[config.mk]
export PLATFORM = sky130hd
export DESIGN_NAME = ahblite_slave_regfile
export DESIGN_NICKNAME = d
export VERILOG_FILES = /design/src/rtl/ahblite_pkg.sv /design/src/rtl/ahblite_slave_bytemask.sv /design/src/rtl/ahblite_slave_regfile.sv
export SDC_FILE = /design/constraint.sdc
export NUM_CORES = 1
export LEC_CHECK = 0
export ABC_AREA = 0
export BUFFER_PORTS_ARGS = -buffer_cell sky130_fd_sc_hd__buf_2
export CORE_ASPECT_RATIO = 1.75
export CORE_MARGIN = 5
export CORE_UTILIZATION = 54
export DETAILED_ROUTE_END_ITERATION = 7
export GPL_ROUTABILITY_DRIVEN = 0
export PLACE_DENSITY = 0.75
export SYNTH_ARGS = -nofsm -noshare
export SYNTH_HDL_FRONTEND = slang
export SYNTH_SLANG_ARGS = --single-unit
[constraint.sdc]
create_clock -name hclk -period 2 [get_ports hclk]
set_input_delay 0.4 -clock hclk [delete_from_list [all_inputs] [get_ports hclk]]
set_output_delay 0.4 -clock hclk [all_outputs]
set_load 0.005 [all_outputs]
[src/rtl/ahblite_pkg.sv]
// Shared AHB-Lite encodings and the responder state type used by the
// AHB-Lite slave blocks.
package ahblite_pkg;

    typedef enum logic [1:0] {
        HTRANS_IDLE   = 2'd0,
        HTRANS_BUSY   = 2'd1,
        HTRANS_NONSEQ = 2'd2,
        HTRANS_SEQ    = 2'd3
    } htrans_e;

    localparam logic HRESP_OKAY  = 1'b0;
    localparam logic HRESP_ERROR = 1'b1;

    localparam logic [2:0] HSIZE_BYTE = 3'd0;
    localparam logic [2:0] HSIZE_HALF = 3'd1;
    localparam logic [2:0] HSIZE_WORD = 3'd2;

    typedef enum logic [1:0] {
        ST_IDLE = 2'd0,
        ST_DATA = 2'd1,
        ST_ERR1 = 2'd2,
        ST_ERR2 = 2'd3
    } slave_state_e;

endpackage

[src/rtl/ahblite_slave_bytemask.sv]
// Byte-lane decode for a 32-bit AHB-Lite data bus: transfer size and the low
// address bits select the active lanes and flag misaligned accesses.
module ahblite_slave_bytemask
    import ahblite_pkg::*;
(
    input  logic [2:0] hsize_i,
    input  logic [1:0] addr_i,
    output logic [3:0] mask_o,
    output logic       misaligned_o
);

    // Lane mask and alignment check; oversize transfers enable no lanes.
    always_comb begin
        mask_o       = 4'b0000;
        misaligned_o = 1'b0;
        case (hsize_i)
            HSIZE_BYTE: begin
                mask_o = 4'b0001 << addr_i;
            end
            HSIZE_HALF: begin
                mask_o       = addr_i[1] ? 4'b1100 : 4'b0011;
                misaligned_o = addr_i[0];
            end
            HSIZE_WORD: begin
                mask_o       = 4'b1111;
                misaligned_o = (addr_i != 2'b00);
            end
            default: begin
                mask_o       = 4'b0000;
                misaligned_o = (addr_i != 2'b00);
            end
        endcase
    end

endmodule

[src/rtl/ahblite_slave_regfile.sv]
// AHB-Lite responder exposing a bank of read/write registers with
// programmable wait states and the two-cycle ERROR response.
module ahblite_slave_regfile
    import ahblite_pkg::*;
#(
    parameter int ADDR_WIDTH  = 32,
    parameter int DATA_WIDTH  = 32,
    parameter int NUM_REGS    = 16,
    parameter int WAIT_STATES = 1
) (
    input  logic                  hclk,
    input  logic                  hreset,
    input  logic                  hsel,
    input  logic [ADDR_WIDTH-1:0] haddr,
    input  logic [1:0]            htrans,
    input  logic                  hwrite,
    input  logic [2:0]            hsize,
    input  logic [DATA_WIDTH-1:0] hwdata,
    input  logic                  hready,
    output logic [DATA_WIDTH-1:0] hrdata_o,
    output logic                  hreadyout_o,
    output logic                  hresp_o
);

    localparam int         IDX_W     = $clog2(NUM_REGS);
    localparam logic [3:0] WAIT_INIT = 4'(WAIT_STATES);

    slave_state_e          state_q, state_d;
    logic [3:0]            cnt_q, cnt_d;
    logic [IDX_W-1:0]      idx_q, idx_d;
    logic                  hwrite_q, hwrite_d;
    logic [3:0]            mask_q, mask_d;
    logic                  hreadyout_q, hreadyout_d;
    logic                  hresp_q, hresp_d;
    logic [DATA_WIDTH-1:0] regs_q [NUM_REGS];

    logic       addr_valid_s;
    logic       range_err_s;
    logic       misaligned_s;
    logic       err_s;
    logic [3:0] lane_mask_s;
    logic       commit_s;
    logic       read_s;

    ahblite_slave_bytemask u_bytemask (
        .hsize_i      (hsize),
        .addr_i       (haddr[1:0]),
        .mask_o       (lane_mask_s),
        .misaligned_o (misaligned_s)
    );

    assign addr_valid_s = hsel && hready &&
                          ((htrans == HTRANS_NONSEQ) || (htrans == HTRANS_SEQ));
    assign range_err_s  = (haddr[ADDR_WIDTH-1:IDX_W+2] != '0);
    assign err_s        = range_err_s || (hsize > HSIZE_WORD) || misaligned_s;

    // The data phase completes on the cycle the registered ready is high.
    assign commit_s = (state_q == ST_DATA) && (cnt_q == 4'd0) && hwrite_q;
    assign read_s   = (state_q == ST_DATA) && (cnt_q == 4'd0) && !hwrite_q;

    // Next-state, address-phase capture and registered response decode.
    always_comb begin
        state_d  = state_q;
        cnt_d    = cnt_q;
        idx_d    = idx_q;
        hwrite_d = hwrite_q;
        mask_d   = mask_q;
        if (hreadyout_q) begin
            if (addr_valid_s) begin
                idx_d    = haddr[IDX_W+1:2];
                hwrite_d = hwrite;
                mask_d   = lane_mask_s;
                if (err_s) begin
                    state_d = ST_ERR1;
                    cnt_d   = 4'd0;
                end else begin
                    state_d = ST_DATA;
                    cnt_d   = WAIT_INIT;
                end
            end else begin
                state_d = ST_IDLE;
                cnt_d   = 4'd0;
            end
        end else begin
            case (state_q)
                ST_DATA: cnt_d   = cnt_q - 4'd1;
                ST_ERR1: state_d = ST_ERR2;
                default: begin
                    state_d = ST_IDLE;
                    cnt_d   = 4'd0;
                end
            endcase
        end
        hreadyout_d = (state_d == ST_DATA) ? (cnt_d == 4'd0) : (state_d != ST_ERR1);
        hresp_d     = ((state_d == ST_ERR1) || (state_d == ST_ERR2)) ? HRESP_ERROR : HRESP_OKAY;
    end

    // Control and response registers.
    always_ff @(posedge hclk) begin
        if (hreset) begin
            state_q     <= ST_IDLE;
            cnt_q       <= 4'd0;
            idx_q       <= '0;
            hwrite_q    <= 1'b0;
            mask_q      <= 4'b0000;
            hreadyout_q <= 1'b1;
            hresp_q     <= HRESP_OKAY;
        end else begin
            state_q     <= state_d;
            cnt_q       <= cnt_d;
            idx_q       <= idx_d;
            hwrite_q    <= hwrite_d;
            mask_q      <= mask_d;
            hreadyout_q <= hreadyout_d;
            hresp_q     <= hresp_d;
        end
    end

    // Register bank; hwdata is sampled on the completing edge of a write.
    always_ff @(posedge hclk) begin
        if (hreset) begin
            for (int i = 0; i < NUM_REGS; i++) begin
                regs_q[i] <= '0;
            end
        end else if (commit_s) begin
            for (int b = 0; b < 4; b++) begin
                if (mask_q[b]) begin
                    regs_q[idx_q][8*b +: 8] <= hwdata[8*b +: 8];
                end
            end
        end
    end

    // Read mux: the full word is driven only while a read completes.
    always_comb begin
        if (read_s) begin
            hrdata_o = regs_q[idx_q];
        end else begin
            hrdata_o = '0;
        end
    end

    assign hreadyout_o = hreadyout_q;
    assign hresp_o     = hresp_q;

endmodule

==> results of run 1 <==
[through the flow]
| step | power (mW) | utilization [%] |
|---|---|---|
| floorplan | 13.50 | - |
| global placement | 13.99 | 59.43 |
| detailed placement | 14.03 | 59.43 |
| CTS | 22.82 | 63.69 |
| global route | 23.42 | 64.74 |
| finish | 22.77 | 64.74 |
[worst min-delay path by stage]
stage,from,end,slack [ps],cells past startpoint
6_report,hwrite,hwrite_q,140,3
5_1_grt,hwrite,hwrite_q,140,3
4_1_cts,hwrite,hwrite_q,110,3
3_5_place_dp,mask_q[1],mask_q[1],490,2
3_3_place_gp,mask_q[1],mask_q[1],490,2
2_1_floorplan,mask_q[0],mask_q[0],470,2
[worst max-delay path: stages, from the launching register on]
cell and delay [ps]:
dfxtp_2 320, inv_2 80, ha_4 150, nand4bb_4 120
buf_6 150, buf_4 130, nor3_4 210, buf_12 170
clkbuf_16 210, a22oi_2 70, nand2_1 90, buf_2 120
[registers in the layout (all words and copies together), names as in the netlist, named ones only]
name         count
regs_q         512
hresp_o          1
state_q          2
idx_q            4
hreadyout_o      1
mask_q           4
hwrite_q         1
cnt_q            4
[where the power goes]
| group | switching [mW] | internal [mW] |
|---|---|---|
| logic | 0.712 | 0.482 |
| registers | 0.126 | 12.5 |
| clock network | 3.85 | 5.07 |
| total | 4.68 | 18.1 |
[placed cells by master (no fill, tap or decap), types with 13 or more instances in the layout]
cell       count
nor2_4        41
or2_2         26
a22oi_2       29
nor2_1        26
mux4_2       128
nor2_2        13
buf_4        130
clkbuf_16     49
and2_1       510
buf_12        24
or2_4         39
buf_2        103
dfxtp_1       14
buf_6         15
a22oi_1       37
nand2_1       41
edfxtp_1     512
[cells by family after synthesis]
family                   count (synthesis)  synth area share [%]
AND/OR/NAND/NOR                        746                 19.28
flip-flops                             533                 64.16
multiplexers                           134                 11.95
buffers and inverters                   93                 1.759
AO/OA/AOI/OAI                           86                 2.587
adder cells (fa/ha/maj)                  5                0.2541
[metal layers]
metal	GRT usage, %	share of wire (%)	up-vias
met5	0	0	-
met4	8.374	4.7	0
met2	45.59	57	491
li1	-	-	6387
met1	27.37	34	7203
met3	2.782	5.1	122
[final cells by class]
class                      count  area [um^2]
multi-input combinational    971         8750
tap                          577        721.9
clock inverter                25        299.0
inverter                       8        30.03
sequential                   533        15810
timing repair buffer         284         2424
fill                        3107        15900
clock buffer                  54         1170
[repair_timing]
action,in CTS,in global routing
hold buffers,0,0
gates resized for setup,62,75
pin swaps,15,24
setup endpoints to repair,104,568
gates cloned,6,4
buffers inserted,13,12
==> impl_metrics.csv, run 1 <==
group,metric,value,unit
clock_tree,clkTransAtPathRegs,70,ps
critical_path,reg2regPathDepth,9,
die,initial_core_util,54.58,%
drt,via_per_inst,5.792,
critical_path,crit_required,1600,ps
yosys,synth_cells,1597,
clock_tree,cts_made_buffers,44,
finish,areaGrowthSynthToFinish,18.63,%
drt,antenna_left,0,
yosys,synth_seq_cells,533,
die,die-area,50130,um^2
timing,finalCritPeriodShare,139.8,%
timing,period_needed,2797,ps
grt,grt_util_all_layers,23.94,%
yosys,syn_nets,1676,
critical_path,crit_fanout,10,
grt,grt_pass1_vias,15101,
grt,grt_overflow,0,
timing,slew_headroom,42.16,%
timing,worst_slew_pin_slew,867.7,ps
timing,setup_viol,81,
placement,place_inst,2338,
critical_path,worst_setup_path_end_kind,"output port",
timing,max_freq,357.6,MHz
timing,slew_viol_final,0,
die,rows,103,
grt,grt_pass1_wl,90010,um
yosys,yosys_warnings,0,
finish,fin_nets,1921,
critical_path,cp-startpoint,"cnt_q[0]",
clock_tree,cts_root_buf,"clkbuf_16",
yosys,synth_commonest_cells,"512 x and2_1, 512 x edfxtp_1, 128 x mux4_2",
die,core,45110,um^2
yosys,syn_avg_cell_area,15.41,um^2
timing,tns,-25600,ps
placement,hpwl,41330,um
yosys,synth_area_leaders,"edfxtp_1 62%, and2_1 13%, mux4_2 12%",
pwr,irDropWorstVdd,477.9,uV
yosys,synth_edf_count,512,
yosys,synth_top_area_cell,"edfxtp_1",
yosys,syn_area,24620,um^2
finish,final_layout_size_suffix_gt1_share,35.04,%
timing,rsz0062_at_grt,"true",
clock_tree,cts_tree,"built",
yosys,yosysTopAreaCellShare,62.45,%
die,die_y,292.5,um
clock_tree,clock_latency,560,ps
clock_tree,cts_sinks,533,
critical_path,reg2reg_setup_slack,-80,ps
critical_path,r2r_start,"cnt_q[0]",
timing,fin_worst_skew,15.20,ps
die,die_x,171.4,um
drt,drc,0,
clock_tree,clk_path_buf_depth,3,
yosys,synth_cell_types,46,
yosys,synth_flop_cell,"edfxtp_1",
yosys,synthArstFlopShare,0,%
finish,design_area,29200,um^2
pwr,p_per_area,779.8,nW/um^2
clock_tree,htree_levels,2,
min_path,hold_class,"input pin to register",
critical_path,start_kind,"register",
placement,placed_area,26810,um^2
critical_path,crit_path_end,"hrdata_o[29]",
drt,firstDrtPassIters,7,
drt,drt_wl_total,60340,um
drt,vias,14203,
finish,finalNonFillerCells,2452,
die,pin_count,108,
grt,grt_antenna_before_repair,0,
grt,grt_start_max_net_pins,73,
run,max-cap-violations,0,
pwr,p_leak,10.73,nW
drt,routedWlPerCell,24.61,um
critical_path,crit_type,"register to output port",
run_status,status,"finished, violations left",
finish,antenna_cells,0,
critical_path,r2r-end,"regs_q[4][25]",
critical_path,worst-endpoint-arrival,2400,ps
placement,dp_slack,-344.1,ps
timing,hold_viol,0,
yosys,ys_seq_area_share,64.16,%
run_status,failed_checks,"negative setup slack",
timing,hold-worst-slack,140.1,ps
timing,worst_slack,-796.7,ps
placement,io_buffers,106,
drt,drt_iter0_markers,1229,
Note: power is estimated with default switching activity, not from simulation.
==> run 2: changes to the inputs <==
- CORE_UTILIZATION: 54 -> 28
- PLACE_DENSITY: 0.75 -> 0.45
==> run 2 against run 1 <==
  * The run still ends with negative setup slack left
  * Combinational power is 8% higher
  * Flip-flop and latch count is the same
  * Maximum frequency fell by 0.81%
  * Sequential share of layout area is 3.2 points lower
  * Non-clock buffer count rose by 42
  * Cell count rose by 26%
==> impl_metrics.csv, run 2 (synthesized netlist as in run 1, its figures left out) <==
group,metric,value,unit
run_status,status,"finished, violations left",
run_status,failed_checks,"negative setup slack",
min_path,whs_path_depth,3,
critical_path,crit_type,"register to output port",
drt,via_per_inst,4.535,
critical_path,crit_family,"buffers and inverters",
timing,max_freq,354.7,MHz
min_path,hold_class,"input pin to register",
critical_path,worst-endpoint-arrival,2420,ps
critical_path,worstSetupPathDepth,10,
drt,drt_iter0_markers,845,
placement,hpwl,49410,um
run,max-cap-violations,0,
timing,slew_headroom,34.30,%
clock_tree,clock_latency,580,ps
die,die-area,94180,um^2
drt,antenna_left,0,
timing,setup_viol,1056,
finish,finalNonFillerCells,3098,
finish,largest_reg_flops,512,
grt,grt_overflow,0,
clock_tree,cts_sinks,533,
clock_tree,htree_levels,2,
grt,grt_antenna_before_repair,2,
timing,rsz0062_at_grt,"true",
finish,fin_nets,1969,
clock_tree,clk_path_buf_depth,3,
drt,drc,0,
grt,grt_pass1_wl,105000,um
timing,period_needed,2819,ps
timing,fin_worst_skew,10.15,ps
critical_path,start_kind,"register",
drt,routedWlPerCell,23.67,um
die,pin_count,108,
timing,hold_viol,0,
critical_path,crit_chain,"inv_2 -> ha_4 -> nand4bb_4 -> buf_4 -> nor4b_4 -> buf_6 -> buf_12 -> a22oi_2 -> nand2_2 -> buf_2",
clock_tree,clkTransAtPathRegs,70,ps
critical_path,reg2regPathDepth,13,
finish,fill_cells,8409,
critical_path,worst_setup_path_end_kind,"output port",
critical_path,crit_buf_inv,5,
placement,dp_slack,-345.7,ps
die,die_x,234.1,um
timing,worst_slew_pin_slew,985.4,ps
timing,tns,-274050,ps
drt,vias,14049,
die,die_y,402.2,um
timing,finalCritPeriodShare,141.0,%
grt,grt_pass1_vias,15298,
placement,io_buffers,106,
timing,slew_viol_final,0,
grt,grt_start_max_net_pins,80,
pwr,p_leak,11.16,nW
timing,hold-worst-slack,68.86,ps
drt,drt_wl_total,73330,um
clock_tree,cts_made_buffers,50,
critical_path,crit_required,1600,ps
die,rows,144,
finish,areaGrowthSynthToFinish,26.05,%
finish,largest-register,"regs_q",
placement,place_inst,2961,
clock_tree,cts_root_buf,"clkbuf_16",
critical_path,cp_slowest_stage_delay,320,ps
timing,worst_slack,-819.5,ps
finish,final_layout_size_suffix_gt1_share,39.50,%
critical_path,crit_slowest_cell,"dfxtp_2",
clock_tree,cts_tree,"built",
die,initial_core_util,28.06,%
finish,final_cell_mix,"512 x edfxtp_1, 478 x and2_1, 136 x buf_4",
pwr,power,23.77,mW
critical_path,crit_fanout,7,
finish,final_common_cell,"edfxtp_1",
grt,grt_util_all_layers,15.31,%
die,core,87740,um^2
drt,firstDrtPassIters,5,
pwr,p_per_area,766.1,nW/um^2
pwr,irDropWorstVdd,556.0,uV
## run 2: cell count changes in the layout (fill, tap and decap cells not counted), sizes merged
cell	change
buf	+42
clkbuf	+7
clkinv	+3
bufbuf	+2
bufinv	-1
diode	+1
inv	+1
## run 2: worst paths after layout
kind / startpoint / end / slack (ps)
setup / recovery: cnt_q[1] / hrdata_o[22] / -820
hold / removal: hwrite / hwrite_q / 70
setup reg to reg: state_q[1] / regs_q[10][11] / -410
hold reg to reg: mask_q[1] / mask_q[1] / 500
## run 2: layer usage
layer  global-route usage, %  routed length (um)
met4                   4.918                2407
met3                   1.877                2118
met2                   29.74               41960
met1                   17.01               26840
met5                       0                   7
## run 2: through the flow
step	cell area (um^2)	utilization, %
after CTS	30520	34.78
after global routing	31030	35.36
final	31030	35.36
after detailed placement	27870	31.76
after global placement	27870	31.76
after floorplan	24620	-
## run 2: worst register-to-register path: stages (launching register included)
cell and delay [ps]:
dfxtp_2 320, inv_2 60, ha_4 150, buf_4 110
buf_6 80, buf_4 100, and4bb_4 260, buf_6 110
buf_6 90, nand3_4 140, buf_12 200, buf_6 140
nor2_4 120, or2_4 220
## run 2: timing repair
action / in CTS / in global routing
setup buffers: 25 / 12
gates cloned: 9 / 2
hold endpoints to repair: 0 / 0
hold buffers: 0 / 0
setup endpoints to repair: 785 / 1056
gates resized for setup: 153 / 104
pin swaps: 47 / 35
## run 2: cell type report
type                       instances  area, um^2  share of cell area, %
tap                             1168        1461                  4.710
clock inverter                    28       284.0                 0.9153
antenna                            1       2.502               0.008065
inverter                           8       30.03                0.09677
multi-input combinational        971        9032                  29.11
clock buffer                      63        1364                  4.395
timing repair buffer             326        3045                  9.815
sequential                       533       15810                  50.95
## run 2: power by group
part / internal, mW / switching [mW]
Sequential: 12.5 / 0.111
Combinational: 0.503 / 0.772
Clock: 5.59 / 4.26
==> run 3: changes to the inputs <==
- ABC_AREA: 0 -> 1
==> run 3 against run 2 <==
  * The run still ends with negative setup slack left
  * Sequential share of layout area fell by 3.9 points
  * Clock-buffer cell count fell by 8
  * Non-clock buffer count rose by 134
  * Flip-flop and latch count did not move
  * Critical path type unchanged
  * Synthesized area fell by 2.1%
  * Critical path depth rose by 1
  * Routed wire length rose by 16%
  * Largest cell class unchanged
  * Worst setup slack got worse by 88 ps
  * Register-to-register slack improved by 320 ps
==> impl_metrics.csv, run 3 <==
group,metric,value,unit
clock_tree,clk_path_buf_depth,3,
pwr,p_per_area,756.9,nW/um^2
grt,grt_pass1_wl,121500,um
die,initial_core_util,28.15,%
yosys,ys_seq_area_share,65.52,%
die,die_y,398.2,um
timing,max_freq,343.9,MHz
drt,firstDrtPassIters,6,
run_status,status,"finished, violations left",
timing,fin_worst_skew,25.44,ps
die,die_x,231.8,um
yosys,synthArstFlopShare,0,%
critical_path,worst_setup_path_end_kind,"output port",
min_path,hold_class,"input pin to register",
finish,final_common_cell,"nor2_1",
yosys,synth_top_area_cell,"edfxtp_1",
finish,finalNonFillerCells,3916,
timing,worst_slack,-907.4,ps
pwr,p_leak,12.55,nW
critical_path,worst-endpoint-arrival,2510,ps
timing,tns,-35920,ps
yosys,yosys_warnings,0,
finish,fin_nets,2802,
timing,finalCritPeriodShare,145.4,%
yosys,synth_commonest_cells,"910 x nor2_1, 512 x edfxtp_1, 254 x o21ai_0",
yosys,synth_most_common_cell,"nor2_1",
finish,largest_reg_flops,512,
yosys,synth_edf_count,512,
drt,drc,0,
yosys,synth_area_leaders,"edfxtp_1 64%, nor2_1 14%, o21ai_0 5.3%",
finish,design_area,33620,um^2
timing,setup_viol,348,
placement,dp_slack,-415.8,ps
critical_path,crit_fanout,6,
clock_tree,cts_made_buffers,50,
critical_path,crit_type,"register to output port",
timing,rsz0062_at_grt,"true",
placement,placed_area,28690,um^2
clock_tree,cts_sinks,533,
run_status,failed_checks,"negative setup slack",
critical_path,start_kind,"register",
die,pin_count,108,
timing,worst_slew_pin_slew,877.9,ps
finish,areaGrowthSynthToFinish,39.48,%
drt,vias,18917,
grt,grt_overflow,0,
clock_tree,clkTransAtPathRegs,70,ps
yosys,synth_flop_cell,"edfxtp_1",
grt,grt_pass1_vias,19606,
timing,slew_headroom,41.47,%
yosys,syn_avg_cell_area,10.21,um^2
timing,period_needed,2907,ps
clock_tree,cts_root_buf,"clkbuf_16",
clock_tree,cts_tree,"built",
finish,largest-register,"regs_q",
finish,fill_cells,8397,
die,rows,142,
drt,antenna_left,0,
grt,grt_start_max_net_pins,49,
grt,grt_util_all_layers,17.50,%
drt,routedWlPerCell,21.65,um
clock_tree,clock_latency,630,ps
yosys,yosysTopAreaCellShare,63.78,%
timing,slew_viol_final,0,
finish,antenna_cells,0,
yosys,synth_cell_types,29,
yosys,synth_seq_cells,533,
die,die-area,92290,um^2
yosys,synth_cells,2361,
clock_tree,htree_levels,2,
placement,place_inst,3767,
drt,drt_wl_total,84770,um
finish,final_layout_size_suffix_gt1_share,32.05,%
critical_path,crit_required,1600,ps
placement,io_buffers,106,
pwr,irDropWorstVdd,628.3,uV
clock_tree,holdBufCountCts,0,
yosys,syn_area,24110,um^2
drt,via_per_inst,4.831,
yosys,syn_nets,2440,
die,core,85640,um^2
run,max-cap-violations,0,
drt,drt_iter0_markers,1333,
grt,grt_antenna_before_repair,0,
finish,final_cell_mix,"795 x nor2_1, 512 x edfxtp_1, 197 x buf_4",
timing,hold_viol,0,
placement,hpwl,55870,um
-- run 3: layout make-up --
| class | instances | area [um^2] | area share (%) |
|---|---|---|---|
| repair inverters | 3 | 38.79 | 0.1154 |
| clock inverters | 38 | 396.6 | 1.180 |
| repair buffers | 460 | 5082 | 15.12 |
| clock buffers | 55 | 1270 | 3.777 |
| flip-flops and latches | 533 | 15810 | 47.02 |
| multi-input cells | 1613 | 9318 | 27.71 |
| well taps | 1152 | 1441 | 4.287 |
| inverters | 62 | 266.5 | 0.7926 |
-- run 3: worst paths after layout --
check / from / to / slack, ps / cells after the start
worst min register to register: idx_q[1] / register / 510 / 2
worst max-delay path: register / hrdata_o[0] / -910 / 11
worst max register to register: state_q[1] / regs_q[4][25] / -90 / 12
worst min-delay path: hwrite / hwrite_q / 80 / 3
-- run 3: metrics by stage --
stage	util [%]	hold WS (ps)	power (mW)
after global routing	39.26	70.06	26.28
after floorplan	-	456.0	13.94
after global placement	33.50	486.6	15.20
after CTS	36.94	46.21	25.51
final	39.26	79.20	25.45
after detailed placement	33.50	491.2	15.24
-- run 3: cells by family after synthesis --
family / count (synthesis) / share of synthesized area (%)
flip-flops: 533 / 65.52
buffers and inverters: 215 / 3.888
AND/OR/NAND/NOR: 1095 / 17.69
adder cells (fa/ha/maj): 5 / 0.2595
multiplexers: 1 / 0.04153
AO/OA/AOI/OAI: 512 / 12.60
-- run 3: worst max-delay path, cell delays in order (launching register included) --
cell       delay (ps)
dfxtp_4           390
buf_8             200
clkinv_16         110
buf_12            150
buf_4             130
o21ai_1           130
o211ai_1           90
buf_4             170
a21oi_2           170
a211oi_2           60
buf_4             160
buf_6             110
-- run 3: power breakdown --
group          switching, mW  internal (mW)
Combinational           1.72           1.07
Clock                   4.46           5.53
Sequential             0.129           12.5
-- run 3: metal layers --
layer	vias to the layer above	wire length, um	global-route usage [%]
met1	9327	30670	18.60
met5	-	0	0
met2	484	47540	34.35
met3	182	2727	2.089
li1	8924	-	-
met4	0	3836	7.285
-- run 3: what timing repair did --
item,4_1_cts,5_1_grt
endpoints found under the setup margin,713,769
buffers inserted,26,31
pin swaps,30,63
cloned,18,13
gates resized for setup,180,473
